$ cat src/rtl/fetch_unit.sv
// Instruction fetch stage: owns the PC, issues one word read at a time to
// instruction memory and buffers returned words in a small prefetch FIFO.
module fetch_unit #(
    parameter logic [31:0] RESET_PC   = 32'h0000_0000,
    parameter int          FIFO_DEPTH = 4
) (
    input  logic        cpu_clk,
    input  logic        cpu_rst,
    output logic        imem_req,
    output logic [31:0] imem_addr,
    input  logic        imem_ack,
    input  logic [31:0] imem_rdata,
    output logic [31:0] cpu_instruction,
    output logic        instruction_RDY_BSY,
    output logic [31:0] fetch_pc,
    input  logic        decoder_rdy_bsy,
    input  logic        redirect_valid,
    input  logic [31:0] redirect_pc
);

    localparam int         PW      = $clog2(FIFO_DEPTH);
    localparam logic [PW:0] DEPTH_C = (PW+1)'(FIFO_DEPTH);

    localparam logic [1:0] S_IDLE = 2'd0;
    localparam logic [1:0] S_REQ  = 2'd1;
    localparam logic [1:0] S_DROP = 2'd2;

    logic [1:0]    state_q, state_d;
    logic [31:0]   pc_q, pc_d;
    logic          req_q, req_d;
    logic [31:0]   addr_q, addr_d;
    logic [PW-1:0] rd_ptr_q, rd_ptr_d;
    logic [PW-1:0] wr_ptr_q, wr_ptr_d;
    logic [PW:0]   count_q, count_d;

    logic [31:0]   fifo_pc_q    [FIFO_DEPTH];
    logic [31:0]   fifo_instr_q [FIFO_DEPTH];

    logic          head_valid;
    logic          pop;
    logic          push;
    logic [PW:0]   count_after;
    logic [31:0]   target_pc;
    logic [31:0]   pc_plus4;

    assign head_valid  = (count_q != '0);
    assign pop         = head_valid & decoder_rdy_bsy;
    assign push        = (state_q == S_REQ) & imem_ack & ~redirect_valid;
    assign count_after = count_q + {{PW{1'b0}}, push} - {{PW{1'b0}}, pop};
    assign target_pc   = redirect_pc & 32'hFFFF_FFFC;
    assign pc_plus4    = pc_q + 32'd4;

    always_comb begin
        state_d  = state_q;
        pc_d     = pc_q;
        req_d    = req_q;
        addr_d   = addr_q;
        rd_ptr_d = pop  ? rd_ptr_q + 1'b1 : rd_ptr_q;
        wr_ptr_d = push ? wr_ptr_q + 1'b1 : wr_ptr_q;
        count_d  = count_after;

        // The pop above still counts; the flush simply discards what remains.
        if (redirect_valid) begin
            count_d  = '0;
            rd_ptr_d = '0;
            wr_ptr_d = '0;
            pc_d     = target_pc;
        end

        case (state_q)
            S_IDLE: begin
                if (redirect_valid) begin
                    state_d = S_REQ;
                    req_d   = 1'b1;
                    addr_d  = target_pc;
                end else if (count_after < DEPTH_C) begin
                    state_d = S_REQ;
                    req_d   = 1'b1;
                    addr_d  = pc_q;
                end
            end
            S_REQ: begin
                if (redirect_valid) begin
                    if (imem_ack) begin
                        addr_d = target_pc;
                    end else begin
                        state_d = S_DROP;
                    end
                end else if (imem_ack) begin
                    pc_d = pc_plus4;
                    if (count_after < DEPTH_C) begin
                        addr_d = pc_plus4;
                    end else begin
                        state_d = S_IDLE;
                        req_d   = 1'b0;
                    end
                end
            end
            S_DROP: begin
                // Stale read completes here; restart at the latest target.
                if (imem_ack) begin
                    state_d = S_REQ;
                    req_d   = 1'b1;
                    addr_d  = redirect_valid ? target_pc : pc_q;
                end
            end
            default: begin
                state_d = S_IDLE;
                req_d   = 1'b0;
            end
        endcase
    end

    always_ff @(posedge cpu_clk) begin
        if (cpu_rst) begin
            state_q  <= S_IDLE;
            pc_q     <= RESET_PC;
            req_q    <= 1'b0;
            addr_q   <= RESET_PC;
            rd_ptr_q <= '0;
            wr_ptr_q <= '0;
            count_q  <= '0;
        end else begin
            state_q  <= state_d;
            pc_q     <= pc_d;
            req_q    <= req_d;
            addr_q   <= addr_d;
            rd_ptr_q <= rd_ptr_d;
            wr_ptr_q <= wr_ptr_d;
            count_q  <= count_d;
        end
    end

    always_ff @(posedge cpu_clk) begin
        if (push) begin
            fifo_pc_q[wr_ptr_q]    <= pc_q;
            fifo_instr_q[wr_ptr_q] <= imem_rdata;
        end
    end

    assign imem_req            = req_q;
    assign imem_addr           = addr_q;
    assign instruction_RDY_BSY = head_valid;
    assign cpu_instruction     = head_valid ? fifo_instr_q[rd_ptr_q] : 32'd0;
    assign fetch_pc            = head_valid ? fifo_pc_q[rd_ptr_q]    : 32'd0;

endmodule
$ cat config.mk
export PLATFORM = sky130hd
export DESIGN_NAME = fetch_unit
export DESIGN_NICKNAME = d
export VERILOG_FILES = /design/src/rtl/fetch_unit.sv
export SDC_FILE = /design/constraint.sdc
export NUM_CORES = 1
export LEC_CHECK = 0
export BUFFER_PORTS_ARGS = -buffer_cell sky130_fd_sc_hd__buf_2
export CAP_MARGIN = 20
export CELL_PAD_IN_SITES_DETAIL_PLACEMENT = 1
export CELL_PAD_IN_SITES_GLOBAL_PLACEMENT = 2
export CORE_MARGIN = 8
export CORE_UTILIZATION = 45
export CTS_CLUSTER_DIAMETER = 100
export DETAILED_ROUTE_END_ITERATION = 8
export GPL_ROUTABILITY_DRIVEN = 0
export HOLD_SLACK_MARGIN = 0.06
export PLACE_DENSITY = 0.82
export SYNTH_ARGS = -nofsm -noshare
export SYNTH_HDL_FRONTEND = slang
export SYNTH_SLANG_ARGS = --single-unit
$ cat constraint.sdc
create_clock -name cpu_clk -period 6.26 [get_ports cpu_clk]
set_input_delay 0.939 -clock cpu_clk [delete_from_list [all_inputs] [get_ports cpu_clk]]
set_output_delay 0.939 -clock cpu_clk [all_outputs]
set_load 0.02 [all_outputs]
Yosys cells after proc, flatten, opt, wreduce, memory -nomap -nowiden

Memories as Yosys holds them, arrays and structs flattened. A register that Yosys moved wholly into a read port is not among the register bits.
Index checks and enable logic that the tools add are counted.

Register bits after elaboration: 74
Bits in latches: 0
Bits in read-only memories: 0
RAM bits: 256
Word-level logic and storage cells: 72
Memories kept: 2
Output and inout port bits: 98

Memory list:

| name         | depth | width | read ports | clocked after memory_dff | write ports | RTL line | source |
|---|---|---|---|---|---|---|---|
| fifo_instr_q | 4     | 32    | 1          | 1                        | 1           | 37       | `logic [31:0] fifo_instr_q [FIFO_DEPTH];` |
| fifo_pc_q    | 4     | 32    | 1          | 1                        | 1           | 36       | `logic [31:0] fifo_pc_q [FIFO_DEPTH];` |

$mul: 0
$lt $le $gt $ge: 1
Div/mod/pow operators: 0
Mux-type cells: 35
Equal/unequal tests: 11
Bitwise gates (word level): 4
$add $sub $neg: 5
Shift-type cells: 0
Reductions and logical operators: 7

Operators by type and width:

| cell                                                   | count |
|---|---|
| two-way mux 32 bit                                     | 13 |
| one-hot mux 32 bit (3 select lines)                    | 1 |
| adder 32 x 3 -> 32 bit (second input constant)         | 1 |
| two-way mux 2 bit                                      | 11 |
| AND reduction 5 bit                                    | 3 |
| inequality test 3 bit (second input constant)          | 4 |
| two-way mux 1 bit                                      | 8 |
| inequality test 2 bit (second input constant)          | 4 |
| one-hot mux 2 bit (3 select lines)                     | 1 |
| nonzero test 3 bit                                     | 2 |
| adder 2 x 1 -> 2 bit (second input constant)           | 2 |
| adder 3 x 1 -> 3 bit                                   | 1 |
| bitwise AND 1 bit                                      | 3 |
| < comparator 3 bit (second input constant)             | 1 |
| inequality test 3 x 2 -> 1 bit (second input constant) | 1 |
| one-hot mux 1 bit (3 select lines)                     | 1 |
| subtractor 3 x 1 -> 3 bit                              | 1 |
| == test 2 x 1 -> 1 bit (second input constant)         | 1 |
| == test 2 bit (second input constant)                  | 1 |
| logical NOT 2 bit                                      | 1 |
| OR reduction 2 bit                                     | 1 |
| NOT 1 bit                                              | 1 |

Depth between registers and ports, before layout

Depth in word-level cells: 10
Depth in mapped cells: 14
Gate-level depth less buffers: 12

Least setup slack after synthesis

No wires, ideal clock.

Path kind: input -> register
Start: input redirect_valid
End: memory fifo_instr_q[0][0], enable pin
Arrival time: 3.183 ns
Path buffers: 2
Stages: 4
Path slack: 2.648 ns
Setup time: 0.429 ns
Cell sequence: inv_1 -> clkbuf_1 -> clkbuf_1 -> and3_1

Longest elaborated chain between the ends: 4

Ends and longest elaborated chain:

| element                                 | RTL line | source |
|---|---|---|
| start: declaration                      | 17       | `input logic redirect_valid,` |
| NOT 1 bit                               | 48       | `assign push = (state_q == S_REQ) & imem_ack & ~redirect_valid;` |
| bitwise AND 1 bit                       | 48       |  |
| two-way mux 1 bit                       | 135      | `if (push) begin` |
| two-way mux 1 bit (implied by the code) | 137      | `fifo_instr_q[wr_ptr_q] <= imem_rdata;` |
| end: declaration                        | 37       |  |

No other way between the ends.

Worst setup path in the final report

Start: register count_q[1]
End: register addr_q[16] (netlist: imem_addr[16])

Longest elaborated chain between the ends: 6

Ends and longest elaborated chain:

| element                                                                           | RTL line | source |
|---|---|---|
| start: declaration                                                                | 34       | `logic [PW:0] count_q, count_d;` |
| start signal: assignment                                                          | 130      | `count_q <= count_d;` |
| nonzero test 3 bit *                                                              | 46       | `assign head_valid = (count_q != '0);` |
| bitwise AND 1 bit *                                                               | 47       | `assign pop = head_valid & decoder_rdy_bsy;` |
| net pop                                                                           | 40       | `logic pop;` |
| subtractor 3 x 1 -> 3 bit *                                                       | 49       | `assign count_after = count_q + {{PW{1'b0}}, push} - {{PW{1'b0}}, pop};` |
| < comparator 3 bit *                                                              | 76, 91   |  |
| inequality test 3 x 2 -> 1 bit (no line) or inequality test 3 bit (tied branches) | n/a      |  |
| AND reduction 5 bit (no line) *                                                   | n/a      |  |
| end signal: assignment                                                            | 127      | `addr_q <= addr_d;` |
| end: declaration                                                                  | 31       | `logic [31:0] addr_q, addr_d;` |

The timed path passes the listed nets; every way through them passes the cells marked *.
A chain may end at the register's enable or synchronous reset.

==> metrics.cfg <==
[placement]
portBuffers=164
hpwlAfterDp_um=23200
place_area_mm2=0.0151

[sta]
finalSetupTns_ns=0
rsz0062_at_grt=false
setup_viol=0
finalClockSkew_ns=0.0184
period_share=0.694
period_needed_ns=4.35
slew_headroom=0.365
tightestPinTransition_ns=0.952
maxSlewViolCount=0
fmax_mhz=230
hold_viol=0

[yosys]
synth_seq_cells=332
synth_simple_gate_area_frac=0.103
synth.mux.area_fraction=0.104
ys_async_sr_fraction=0
yosys.area_share.xor_xnor=0.0280
synth-compound-area-share=0.0711
ys_seq_area_frac=0.661
synthFlopType=edfxtp_1
synth_fp_nets=1012
yosys.cell_types.count=66
yosys_warnings=0
synth_area_mm2=0.0139
synth_edf_count=256
syn_avg_cell_area_um2=14.9
synth_top_family_by_area=multiplexers
synth_fa_ha_area_frac=0.00773
synthesis.instances=935

[cts]
cts_hold_buf=0
clkSinkCount=332
path_clk_slew_ns=0.06
cts_max_level=2
clk_latency_ns=0.51
cts_buffers=35
cts_tree=built
cts_root_buf=clkbuf_16
cts-resized-gates=0
post-cts-setup-buffers=0
clockBufferDepth=3

[worst_setup_path]
r2r_slack_ns=1.91
cp_max_fo=66
critical_path_class=reg -> reg
reg2reg_from=count_q[1]$_SDFF_PP0_
cp-startpoint=count_q[1]$_SDFF_PP0_
worst_setup_path_end_kind=flip-flop
worstSetupEndpoint=imem_addr[16]$_SDFFE_PP0P_
cp_data_required_time_ns=6.70
worstRegToRegCells=13
r2r-end=imem_addr[16]$_SDFFE_PP0P_
cp.arrival_ns=4.79
worstSetupStartpointType=flip-flop

[power_and_ir_drop]
power.internal_mw=3.85
power.share.clock=0.419
power_switching_mw=1.15
power.leakage_nw=5.69
swShare=0.231
p_seq_frac=0.502
peakVddDrop_v=0.000179
combPwrFrac=0.079
p_per_area_mw_per_mm2=307

[route]
vias_per_cell=5.62
drtPass1Iterations=5
drc=0
drt_iter0_markers=491
ant_nets=0
vias=8497
wl_per_cell_um=23.2
drt_wl_total_um=35000

[global_route]
grtUsageTotal=0.190
grt_max_degree=67
grt_pass1_vias=9115
grt_pass1_wl_um=54300
overflow=0
antenna_found_initial=0

[finish]
drive_above_1_share=0.285
stdcell_area_mm2=0.0163
nets=1164
syn2layout_area_growth_pct=16.8

[floorplanning]
die_w_um=192
start_util=0.456
core_area_mm2=0.0305
fp.dieArea_mm2=0.0368
fp-row-count=64
dieHeight_um=192
ioPinCount=167

[job]
max_cap_violations=0

[status]
outcome=completed

[hold_path]
hold_start=imem_addr[5]$_SDFFE_PP0P_
hold_path_class=reg -> reg

cell usage after synthesis (14+ instances only):
cell type	n	area, um^2
clkbuf_1	44	165
o21a_1	14	105
and2_1	72	450
nand3_1	14	70.1
nand2_1	48	180
nor3_1	26	130
nand4_1	16	100
dfxtp_1	76	1520
xor2_1	24	210
nor2_1	32	120
xnor2_1	18	158
o21ai_0	25	125
a21oi_1	31	155
edfxtp_1	256	7690
mux4_2	64	1440
area by class of cell:
cell class,count,area [um^2]
diodes,1,2.50
clock buffers,50,1010
clock inverters,14,163
fillers,3007,14200
inverters,10,37.5
multi-input cells,525,4380
flip-flops and latches,332,9210
well taps,396,495
repair buffers,183,963
layer usage:
| layer | GRT usage | vias up | part of all wire |
|---|---|---|---|
| met1 | 0.254 | 4320 | 0.44 |
| met3 | 0.0347 | 46 | 0.059 |
| met2 | 0.319 | 220 | 0.48 |
| met5 | 0 | - | 0 |
| met4 | 0.0435 | 0 | 0.018 |
| li1 | - | 3911 | - |
power groups by stage:
stage / logic [mW] / registers (mW) / clock network, mW
after floorplan: 0.234 / 2.55 / 0
after global placement: 0.395 / 2.55 / 0
after detailed placement: 0.403 / 2.56 / 0
after CTS: 0.406 / 2.51 / 2.14
after global routing: 0.435 / 2.52 / 2.22
final: 0.397 / 2.51 / 2.09
through the flow:
| step | hold WS [ns] | setup WS [ns] | power [mW] | cells | utilization |
|---|---|---|---|---|---|
| after detailed placement | 0.448 | 1.92 | 2.96 | 1446 | 0.495 |
| after floorplan | 0.452 | 2.65 | 2.78 | 935 | - |
| after global placement | 0.441 | 2.01 | 2.95 | 1445 | 0.494 |
| final | 0.455 | 1.91 | 5.00 | 1511 | 0.533 |
| after CTS | 0.459 | 1.84 | 5.06 | 1510 | 0.533 |
| after global routing | 0.477 | 1.66 | 5.17 | 1510 | 0.533 |
cells by family (layout without fill, tap and decap cells):
group                      Yosys count  after routing
DFF                                332            332
and+or+nand+nor                    264            264
AOI/OAI and AO/OA                  145            145
buffers and inverters               78            257
muxes                               65             65
xor gates and xnor gates            43             43
adders and majority gates            8              8
other                                0              1
worst max-delay path: stages (launching register included):
cell      delay (ns)
dfxtp_1         0.34
or3_2           0.48
buf_4           0.33
and2_1          0.32
ha_1            0.29
inv_1           0.04
ha_1            0.19
fa_1            0.41
xnor3_1         0.39
nand2_1         0.16
o21ai_2         0.80
buf_4           0.27
a221oi_1        0.05
a21oi_1         0.18
state kept, by name, summed over array words and instances, names as in the netlist, named ones only:
name,cells
rd_ptr_q,2
imem_addr,32
fifo_instr_q,128
state_q,2
count_q,3
wr_ptr_q,2
imem_req,1
pc_q,32
fifo_pc_q,128
worst min path at each step:
stage,endpoint,slack (ns),cells after the start
floorplan,fifo_pc_q[0][0]$_DFFE_PP_,0.45,0
global placement,imem_addr[5]$_SDFFE_PP0P_,0.44,2
detailed placement,imem_addr[5]$_SDFFE_PP0P_,0.45,2
CTS,imem_addr[5]$_SDFFE_PP0P_,0.46,2
global route,imem_addr[12]$_SDFFE_PP0P_,0.48,2
finish,imem_addr[5]$_SDFFE_PP0P_,0.46,2
cell usage in the layout, fill, tap and decap left out, types with 4 or more instances in the layout:
cell type	instances
a21boi_0	8
o21ai_0	25
nand2b_1	6
nor2_1	32
clkbuf_8	4
buf_4	19
a221oi_1	4
clkbuf_1	9
and2_1	72
mux4_2	64
a21oi_1	31
edfxtp_1	256
o211ai_1	7
a31oi_1	5
clkbuf_16	37
or2_2	4
a211o_1	4
nor2b_1	4
buf_2	164
o21a_1	14
ha_1	7
a22oi_1	4
and4_1	5
a211oi_1	13
xnor2_1	18
nor3_1	26
inv_1	10
clkinv_2	4
dfxtp_1	74
nand2_1	48
or3_1	5
and3_2	4
nand3_1	14
nand4_1	16
and3_1	5
nor4_1	13
xor2_1	24
Power figures use the tool's default switching activity.
